**src/rtl/draw_rect_ctl.sv**
```systemverilog
// draw_rect_ctl: rectangle position controller (follow mouse, gravity drop on click, return on next click)
// Optional bounce on impact is enabled by defining DRAW_RECT_CTL_BOUNCE_EN.
module draw_rect_ctl #(
    parameter int SCREEN_W = 1280,
    parameter int SCREEN_H = 1024,
    parameter int RECT_W   = 48,
    parameter int RECT_H   = 64,
    parameter int ACCEL    = 1,
    parameter int VMAX     = 64
) (
    input  logic        pclk,
    input  logic        rst,
    input  logic [11:0] xpos_in,
    input  logic [11:0] ypos_in,
    input  logic        mouse_left_in,
    input  logic        vsync_in,
    output logic [11:0] xpos_out,
    output logic [11:0] ypos_out,
    output logic        falling_out
);
    localparam logic [11:0] XMAX = 12'(SCREEN_W - RECT_W);
    localparam logic [11:0] YMAX = 12'(SCREEN_H - RECT_H);
    localparam logic [11:0] VMX  = 12'(VMAX);
    localparam logic [11:0] ACC  = 12'(ACCEL);
    localparam logic [1:0] IDLE   = 2'd0;
    localparam logic [1:0] FALL   = 2'd1;
    localparam logic [1:0] LANDED = 2'd2;
    localparam logic [1:0] RISE   = 2'd3;
    logic [1:0]  state_q, state_d;
    logic [11:0] x_q, x_d, y_q, y_d, vel_q, vel_d;
    logic        left_q, vsync_q, fall_q, fall_d;
    logic        press, tick;
    logic [12:0] vel_inc, y_sum;
    logic [11:0] vel_n, y_fall, x_clamp, y_clamp;
    assign press   = mouse_left_in & ~left_q;
    assign tick    = vsync_in & ~vsync_q;
    assign vel_inc = {1'b0, vel_q} + {1'b0, ACC};
    assign vel_n   = (vel_inc > {1'b0, VMX}) ? VMX : vel_inc[11:0];
    assign y_sum   = {1'b0, y_q} + {1'b0, vel_n};
    assign y_fall  = (y_sum >= {1'b0, YMAX}) ? YMAX : y_sum[11:0];
    assign x_clamp = (xpos_in > XMAX) ? XMAX : xpos_in;
    assign y_clamp = (ypos_in > YMAX) ? YMAX : ypos_in;
    // next-state, position and velocity; a tick only matters while the rect is moving
    always_comb begin
        state_d = state_q;
        x_d     = x_q;
        y_d     = y_q;
        vel_d   = vel_q;
        case (state_q)
            IDLE: begin
                x_d = x_clamp;
                y_d = y_clamp;
                if (press) begin
                    state_d = FALL;
                    vel_d   = '0;
                end
            end
            FALL: begin
                if (tick) begin
                    vel_d = vel_n;
                    y_d   = y_fall;
                    if (y_fall == YMAX) begin
`ifdef DRAW_RECT_CTL_BOUNCE_EN
                        if (vel_n >= 12'd4) begin
                            vel_d   = vel_n - (vel_n >> 2);
                            state_d = RISE;
                        end else begin
                            vel_d   = '0;
                            state_d = LANDED;
                        end
`else
                        vel_d   = '0;
                        state_d = LANDED;
`endif
                    end
                end
            end
            LANDED: begin
                vel_d = '0;
                if (press) state_d = IDLE;
            end
`ifdef DRAW_RECT_CTL_BOUNCE_EN
            RISE: begin
                if (tick) begin
                    y_d = (y_q > vel_q) ? y_q - vel_q : '0;
                    if (vel_q <= ACC) begin
                        vel_d   = '0;
                        state_d = FALL;
                    end else begin
                        vel_d = vel_q - ACC;
                    end
                end
            end
`endif
            default: state_d = IDLE;
        endcase
        fall_d = (state_d == FALL) || (state_d == RISE);
    end
    // state, outputs and edge-detect history
    always_ff @(posedge pclk or negedge rst) begin
        if (!rst) begin
            state_q <= IDLE;
            x_q     <= '0;
            y_q     <= '0;
            vel_q   <= '0;
            fall_q  <= 1'b0;
            left_q  <= 1'b0;
            vsync_q <= 1'b0;
        end else begin
            state_q <= state_d;
            x_q     <= x_d;
            y_q     <= y_d;
            vel_q   <= vel_d;
            fall_q  <= fall_d;
            left_q  <= mouse_left_in;
            vsync_q <= vsync_in;
        end
    end
    assign xpos_out    = x_q;
    assign ypos_out    = y_q;
    assign falling_out = fall_q;
endmodule

```
**config.mk**
```make
export PLATFORM = sky130hd
export DESIGN_NAME = draw_rect_ctl
export DESIGN_NICKNAME = d
export VERILOG_FILES = /design/src/rtl/draw_rect_ctl.sv
export SDC_FILE = /design/constraint.sdc
export NUM_CORES = 1
export LEC_CHECK = 0
export ABC_AREA = 1
export BUFFER_PORTS_ARGS = -buffer_cell sky130_fd_sc_hd__buf_2
export CAP_MARGIN = 20
export CORE_MARGIN = 3
export CORE_UTILIZATION = 50
export DETAILED_ROUTE_END_ITERATION = 10
export GPL_TIMING_DRIVEN = 1
export PLACE_DENSITY = 0.75
export REMOVE_ABC_BUFFERS = 1
export SLEW_MARGIN = 20
export SYNTH_ARGS = -nofsm -noshare
export SYNTH_HDL_FRONTEND = slang
export SYNTH_SLANG_ARGS = --single-unit
```
**constraint.sdc**
```tcl
create_clock -name pclk -period 4 [get_ports pclk]
set_clock_uncertainty 0.1 [all_clocks]
set_input_delay 0.2 -clock pclk [delete_from_list [all_inputs] [get_ports pclk]]
set_output_delay 0.2 -clock pclk [all_outputs]
set_load 0.005 [all_outputs]
```
After elaboration in Yosys (flattened, before gate mapping)
Index checks and enable logic that the tools add are counted.

Mux-type cells: 15. Order comparisons: 4. Reduce and logical (&&, ||, !) cells: 6. Bitwise logic cells: 4. Add/subtract/negate cells: 2. Eq/ne operators: 7.

Operators by type and width (number): 2-to-1 mux 12 bit (8); case mux 12 bit (3 select lines) (1); case mux 12 bit (2 select lines) (1); adder 12 x 1 -> 13 bit (second input constant) (1); adder 12 x 12 -> 13 bit (1); greater-or-equal comparator 13 x 10 -> 1 bit (second input constant) (1); greater-than comparator 13 x 7 -> 1 bit (second input constant) (1); == test 12 x 10 -> 1 bit (second input constant) (1); greater-than comparator 12 x 10 -> 1 bit (second input constant) (1); greater-than comparator 12 x 11 -> 1 bit (second input constant) (1); 2-to-1 mux 2 bit (4); case mux 2 bit (3 select lines) (1); == test 2 x 1 -> 1 bit (second input constant) (2); == test 2 bit (second input constant) (2); != test 2 bit (second input constant) (2); AND reduction 3 bit (1); nonzero test 3 bit (1); AND 1 bit (2); zero test 2 bit (1); inverter 1 bit (2); AND reduction 2 bit (1); nonzero test 2 bit (1); logical OR 1 bit (1).

Output and inout port bits: 25. Logic and storage cells: 45. Bits in registers: 41.

Depth between registers and ports, before layout
Word-level depth: 12. Mapped depth: 30. Gate-level depth less buffers: 30.

Least setup slack after synthesis
Ideal clock, no wire load.

Path kind: reg2reg. From: register vel_q[0]. To: register fall_q (netlist: falling_out). Library setup time: 0.133 ns. Buffers on the path: 0. Cell stages (with the launch flop): 31. Path slack: 0.362 ns. Arrival time: 3.405 ns. Path through: dfrtp_1 ha_1 nand3_2 inv_1 nand2_1 nor2_1 nor2_1 nand3_2 nor2_4 o21ai_0 nor2_1 ha_1 a21o_1 a31oi_1 inv_1 nand2_1 nand2_1 a21oi_1 nor2_1 nand2_1 nand2_2 nand2_1 nand2_1 nor2_1 nand2_1 nor2_1 nor2_2 nand2_2 nand2_1 nand2_1 o21ai_0.

Cells in the longest elaborated chain, start to end: 12.

Ends and longest elaborated chain: from (decl) (RTL line 30) `logic [11:0] x_q, x_d, y_q, y_d, vel_q, vel_d;`; from (signal assigned) (RTL line 113) `vel_q <= vel_d;`; adder 12 x 1 -> 13 bit (*) (RTL line 37) `assign vel_inc = {1'b0, vel_q} + {1'b0, ACC};`; greater-than comparator 13 x 7 -> 1 bit (RTL line 38) `assign vel_n = (vel_inc > {1'b0, VMX}) ? VMX : vel_inc[11:0];`; 2-to-1 mux 12 bit (*) (RTL line 38); adder 12 x 12 -> 13 bit (*) (RTL line 39) `assign y_sum = {1'b0, y_q} + {1'b0, vel_n};`; greater-or-equal comparator 13 x 10 -> 1 bit (RTL line 40) `assign y_fall = (y_sum >= {1'b0, YMAX}) ? YMAX : y_sum[11:0];`; 2-to-1 mux 12 bit (*) (RTL line 40); == test 12 x 10 -> 1 bit (*) (RTL line 62) `if (y_fall == YMAX) begin`; 2-to-1 mux 2 bit (*) (RTL line 62); 2-to-1 mux 2 bit (*) (RTL line 59) `if (tick) begin`; case mux 2 bit (3 select lines) (*) (RTL line 49) `case (state_q)`; == test 2 x 1 -> 1 bit / == test 2 bit (equally long branches) (RTL line 97) `fall_d = (state_d == FALL) || (state_d == RISE);`; logical OR 1 bit (*) (RTL line 97); via fall_d (RTL line 31) `logic left_q, vsync_q, fall_q, fall_d;`; to (signal assigned) (RTL line 114) `fall_q <= fall_d;`; to (decl) (RTL line 31).

The timed path passes the listed nets; every way through them passes the cells marked *. A chain may end at the register's enable or synchronous reset.

Worst setup path in the final report
From: register vel_q[1]. To: register vel_q[0].

Cells in the longest elaborated chain, start to end: 10.

Ends and longest elaborated chain (RTL line): adder 12 x 1 -> 13 bit (*) (37); greater-than comparator 13 x 7 -> 1 bit (38); 2-to-1 mux 12 bit (*) (38); adder 12 x 12 -> 13 bit (39); greater-or-equal comparator 13 x 10 -> 1 bit (40); 2-to-1 mux 12 bit (40); == test 12 x 10 -> 1 bit (62); 2-to-1 mux 12 bit (*) (62); 2-to-1 mux 12 bit (*) (59); case mux 12 bit (3 select lines) (*) (49).

Mark *: on every way between the ends. The rest lies on a longest branch, timed or not. The select of a mux whose other input is x is not followed.

==> results.py <==
metrics = {
    "timing": {
        "rsz0062_at_grt": "true",
        "max_slew_margin": 0.3165,
        "fmax_ghz": 0.2534,
        "setup_slack_ps": 54.32,
        "post-route-min-period_ps": 3946,
        "hold_viol": 0,
        "worst_slew_pin_slew_ps": 1021,
        "finalMaxSlewViolations": 0,
        "period_share": 0.9864,
        "setup_viol": 0,
    },
    "synthesis": {
        "syn_inst": 398,
        "syn_area_per_cell_sq_um": 7.092,
        "synthFlopType": "dfrtp_1",
        "ys_warn_count": 0,
        "ys_seq_elements": 41,
        "synth_area_sq_um": 2823,
        "synth_edf_count": 0,
        "yosysSeqAreaShare": 0.3635,
        "ys_types": 36,
        "async_reset_ff_frac": 1.000,
    },
    "detailed_routing": {
        "drc": 0,
        "drt-initial-drc-count": 246,
        "vias_per_cell": 5.558,
        "num_vias": 3168,
        "wl_mm": 8.888,
        "postRouteAntennaNets": 0,
        "wl_per_cell_microns": 15.59,
        "dr.pass1.iters": 5,
    },
    "clock_network": {
        "ctsHtreeMaxLevel": 2,
        "numCtsBuffers": 5,
        "cts_root_buffer": "clkbuf_8",
        "clkSlewWorstSetupHoldPaths_ps": 80,
        "clk_path_buf_depth": 2,
        "clock_sinks": 41,
        "clk_latency_ps": 300,
        "cts_tree": "built",
    },
    "finish": {
        "num_antenna_cells": 0,
        "multi_input_area_sq_um": 1861,
        "stdcell_count": 570,
        "fillers": 366,
        "ff_latch_area_sq_um": 1031,
        "area_delta_synth_final_pct": 40.82,
        "nNetsFinal": 541,
        "drive_above_1_share": 0.3660,
    },
    "placement": {
        "dp_cells": 523,
        "post-dp-hpwl_mm": 5.405,
        "port_buffers": 52,
        "globalplace.congestion": 0.9126,
        "place_ws_ps": -130.0,
    },
    "power": {
        "leakage_nw": 2.062,
        "pwr_density_cell_nw_per_um2": 519.6,
        "ir_worst_vdd_v": 0.0004534,
    },
    "critical_path": {
        "worstPathRequired_ps": 4080,
        "crit_arrival_ps": 4030,
        "path_class": "flip-flop to flip-flop",
        "cpMaxStageDelayCell": "dfrtp_1",
        "critical_path.max_fanout": 6,
        "cp-end-kind": "flip-flop",
        "cpPeakStageDelay_ps": 410,
        "cp-start-kind": "flip-flop",
        "path_common_cell": "nand2_2",
        "regToRegSetupSlack_ps": 50,
    },
    "floorplan": {
        "fp.coreArea_sq_um": 5270,
        "dieHeight_microns": 81.14,
        "die_width_microns": 81.14,
        "initial_core_util": 0.5356,
        "io_pins": 53,
        "fp-row-count": 26,
        "dieArea_sq_um": 6583,
    },
    "global_route": {
        "grt_pass1_wl_mm": 12.78,
        "grt.overflow.total": 0,
        "grt_pass1_vias": 2849,
        "grt_max_degree": 42,
        "antenna_found_initial": 0,
        "grtUsageTotal": 0.2495,
    },
    "flow_run": {
        "cap_violations": 0,
    },
    "status": {
        "status": "finished clean",
    },
    "hold_path": {
        "hp-class": "input pin to flip-flop",
    },
}
## power by group
part / total (mW) / switching [mW] / internal [mW]
combinational: 1.16 / 0.698 / 0.458
sequential: 0.639 / 0.118 / 0.521
clock: 0.271 / 0.148 / 0.123
total: 2.07 / 0.964 / 1.10
## per-layer routing
| metal | GRT usage | vias to the layer above | wire length, microns |
|---|---|---|---|
| met2 | 0.4212 | 169 | 4498 |
| met4 | 0.09797 | 0 | 298 |
| met5 | 0 | - | 0 |
| met1 | 0.3204 | 1492 | 3486 |
| li1 | - | 1473 | - |
| met3 | 0.03880 | 34 | 605 |
## cells in the mapped netlist (2+ instances only)
cell	number	share of area
nand2_1	104	0.14
inv_1	57	0.076
nor2_1	49	0.065
dfrtp_1	41	0.36
nand3_1	30	0.053
nand4_1	17	0.038
o21ai_0	16	0.028
a21oi_1	13	0.023
ha_1	13	0.058
nand2_2	7	0.016
nand3_2	5	0.018
nor2_4	5	0.020
clkbuf_1	4	0.0053
xnor2_1	4	0.012
xor2_1	4	0.012
a31oi_1	3	0.0066
buf_2	2	0.0035
inv_2	2	0.0027
nor2_2	2	0.0044
nor3_1	2	0.0035
nor4_1	2	0.0044
o21ai_1	2	0.0035
## area by class of cell
type / instances / share of cell area
clock inverter: 2 / 0.003777
timing repair buffer: 98 / 0.1715
inverter: 59 / 0.05697
clock buffer: 6 / 0.01826
sequential: 41 / 0.2594
tap: 70 / 0.02203
multi-input combinational: 294 / 0.4681
## flip-flops by register name, indices dropped and copies added, names as in the netlist
name	cells
left_q	1
falling_out	1
vel_q	12
vsync_q	1
ypos_out	12
state_q	2
xpos_out	12
## metrics by stage
step	hold WS [ps]	setup TNS, ps	utilization	power (mW)	cell area [sq um]
5_1_grt	33.52	-2457	0.7543	2.210	3975
6_report	31.89	0	0.7543	2.065	3975
3_3_place_gp	223.4	0	0.6092	1.458	3211
2_1_floorplan	-195.6	0	-	1.158	2790
3_5_place_dp	224.5	-665.8	0.6092	1.477	3211
4_1_cts	31.53	0	0.6707	1.780	3535
## critical path, delay by kind of cell (launching register included)
kind	cells	cell delay, ps
compound gates	5	670
buf+inv	5	480
fa+ha+maj	2	400
simple gates	16	1630
xor+xnor	1	140
flops	1	410
## cells by family (layout without fill, tap and decap cells)
family	count (synthesis)	count (layout)	synth area share
flops	41	41	0.3635
other cells	1	4	0.001329
simple gates	227	228	0.3697
buf+inv	67	165	0.09397
xor+xnor	9	9	0.03058
fa+ha+maj	14	14	0.06472
compound gates	39	39	0.07625
## repair_timing
action / in CTS / in global routing
hold endpoints to repair: 43 / 0
resized for setup: 8 / 86
pin swaps: 8 / 43
buffers inserted: 21 / 15
gates cloned: 0 / 2
setup endpoints to repair: 10 / 20
hold buffers: 3 / 0
## placed cells by master, fill, tap and decap left out, types with 3 or more instances in the layout
cell / instances
inv_1: 54
nor2_1: 43
conb_1: 4
buf_2: 52
nand3_2: 10
ha_1: 9
nand4_1: 17
nand2_4: 5
o21ai_0: 8
clkbuf_8: 5
nor2_2: 3
buf_4: 33
o21ai_2: 6
dfrtp_2: 4
o21ai_1: 4
dlygate4sd3_1: 3
inv_2: 4
a21oi_2: 4
nand2_1: 85
a21oi_1: 9
buf_6: 7
nand3_1: 23
dfrtp_1: 37
nor2_4: 11
nand2_2: 20
xor2_1: 3
ha_4: 4
xnor2_1: 4
## worst paths after layout
kind                             start           to  cells after the start
max reg2reg                   vel_q[1]     vel_q[0]                     29
min reg2reg                xpos_out[2]  xpos_out[2]                      2
min                         xpos_in[2]  xpos_out[2]                      3
max in group asynchronous          rst     vel_q[3]                      2
min in group asynchronous          rst  xpos_out[9]                      2
max                           vel_q[1]     vel_q[0]                     29
Note: power is estimated with default switching activity, not from simulation.
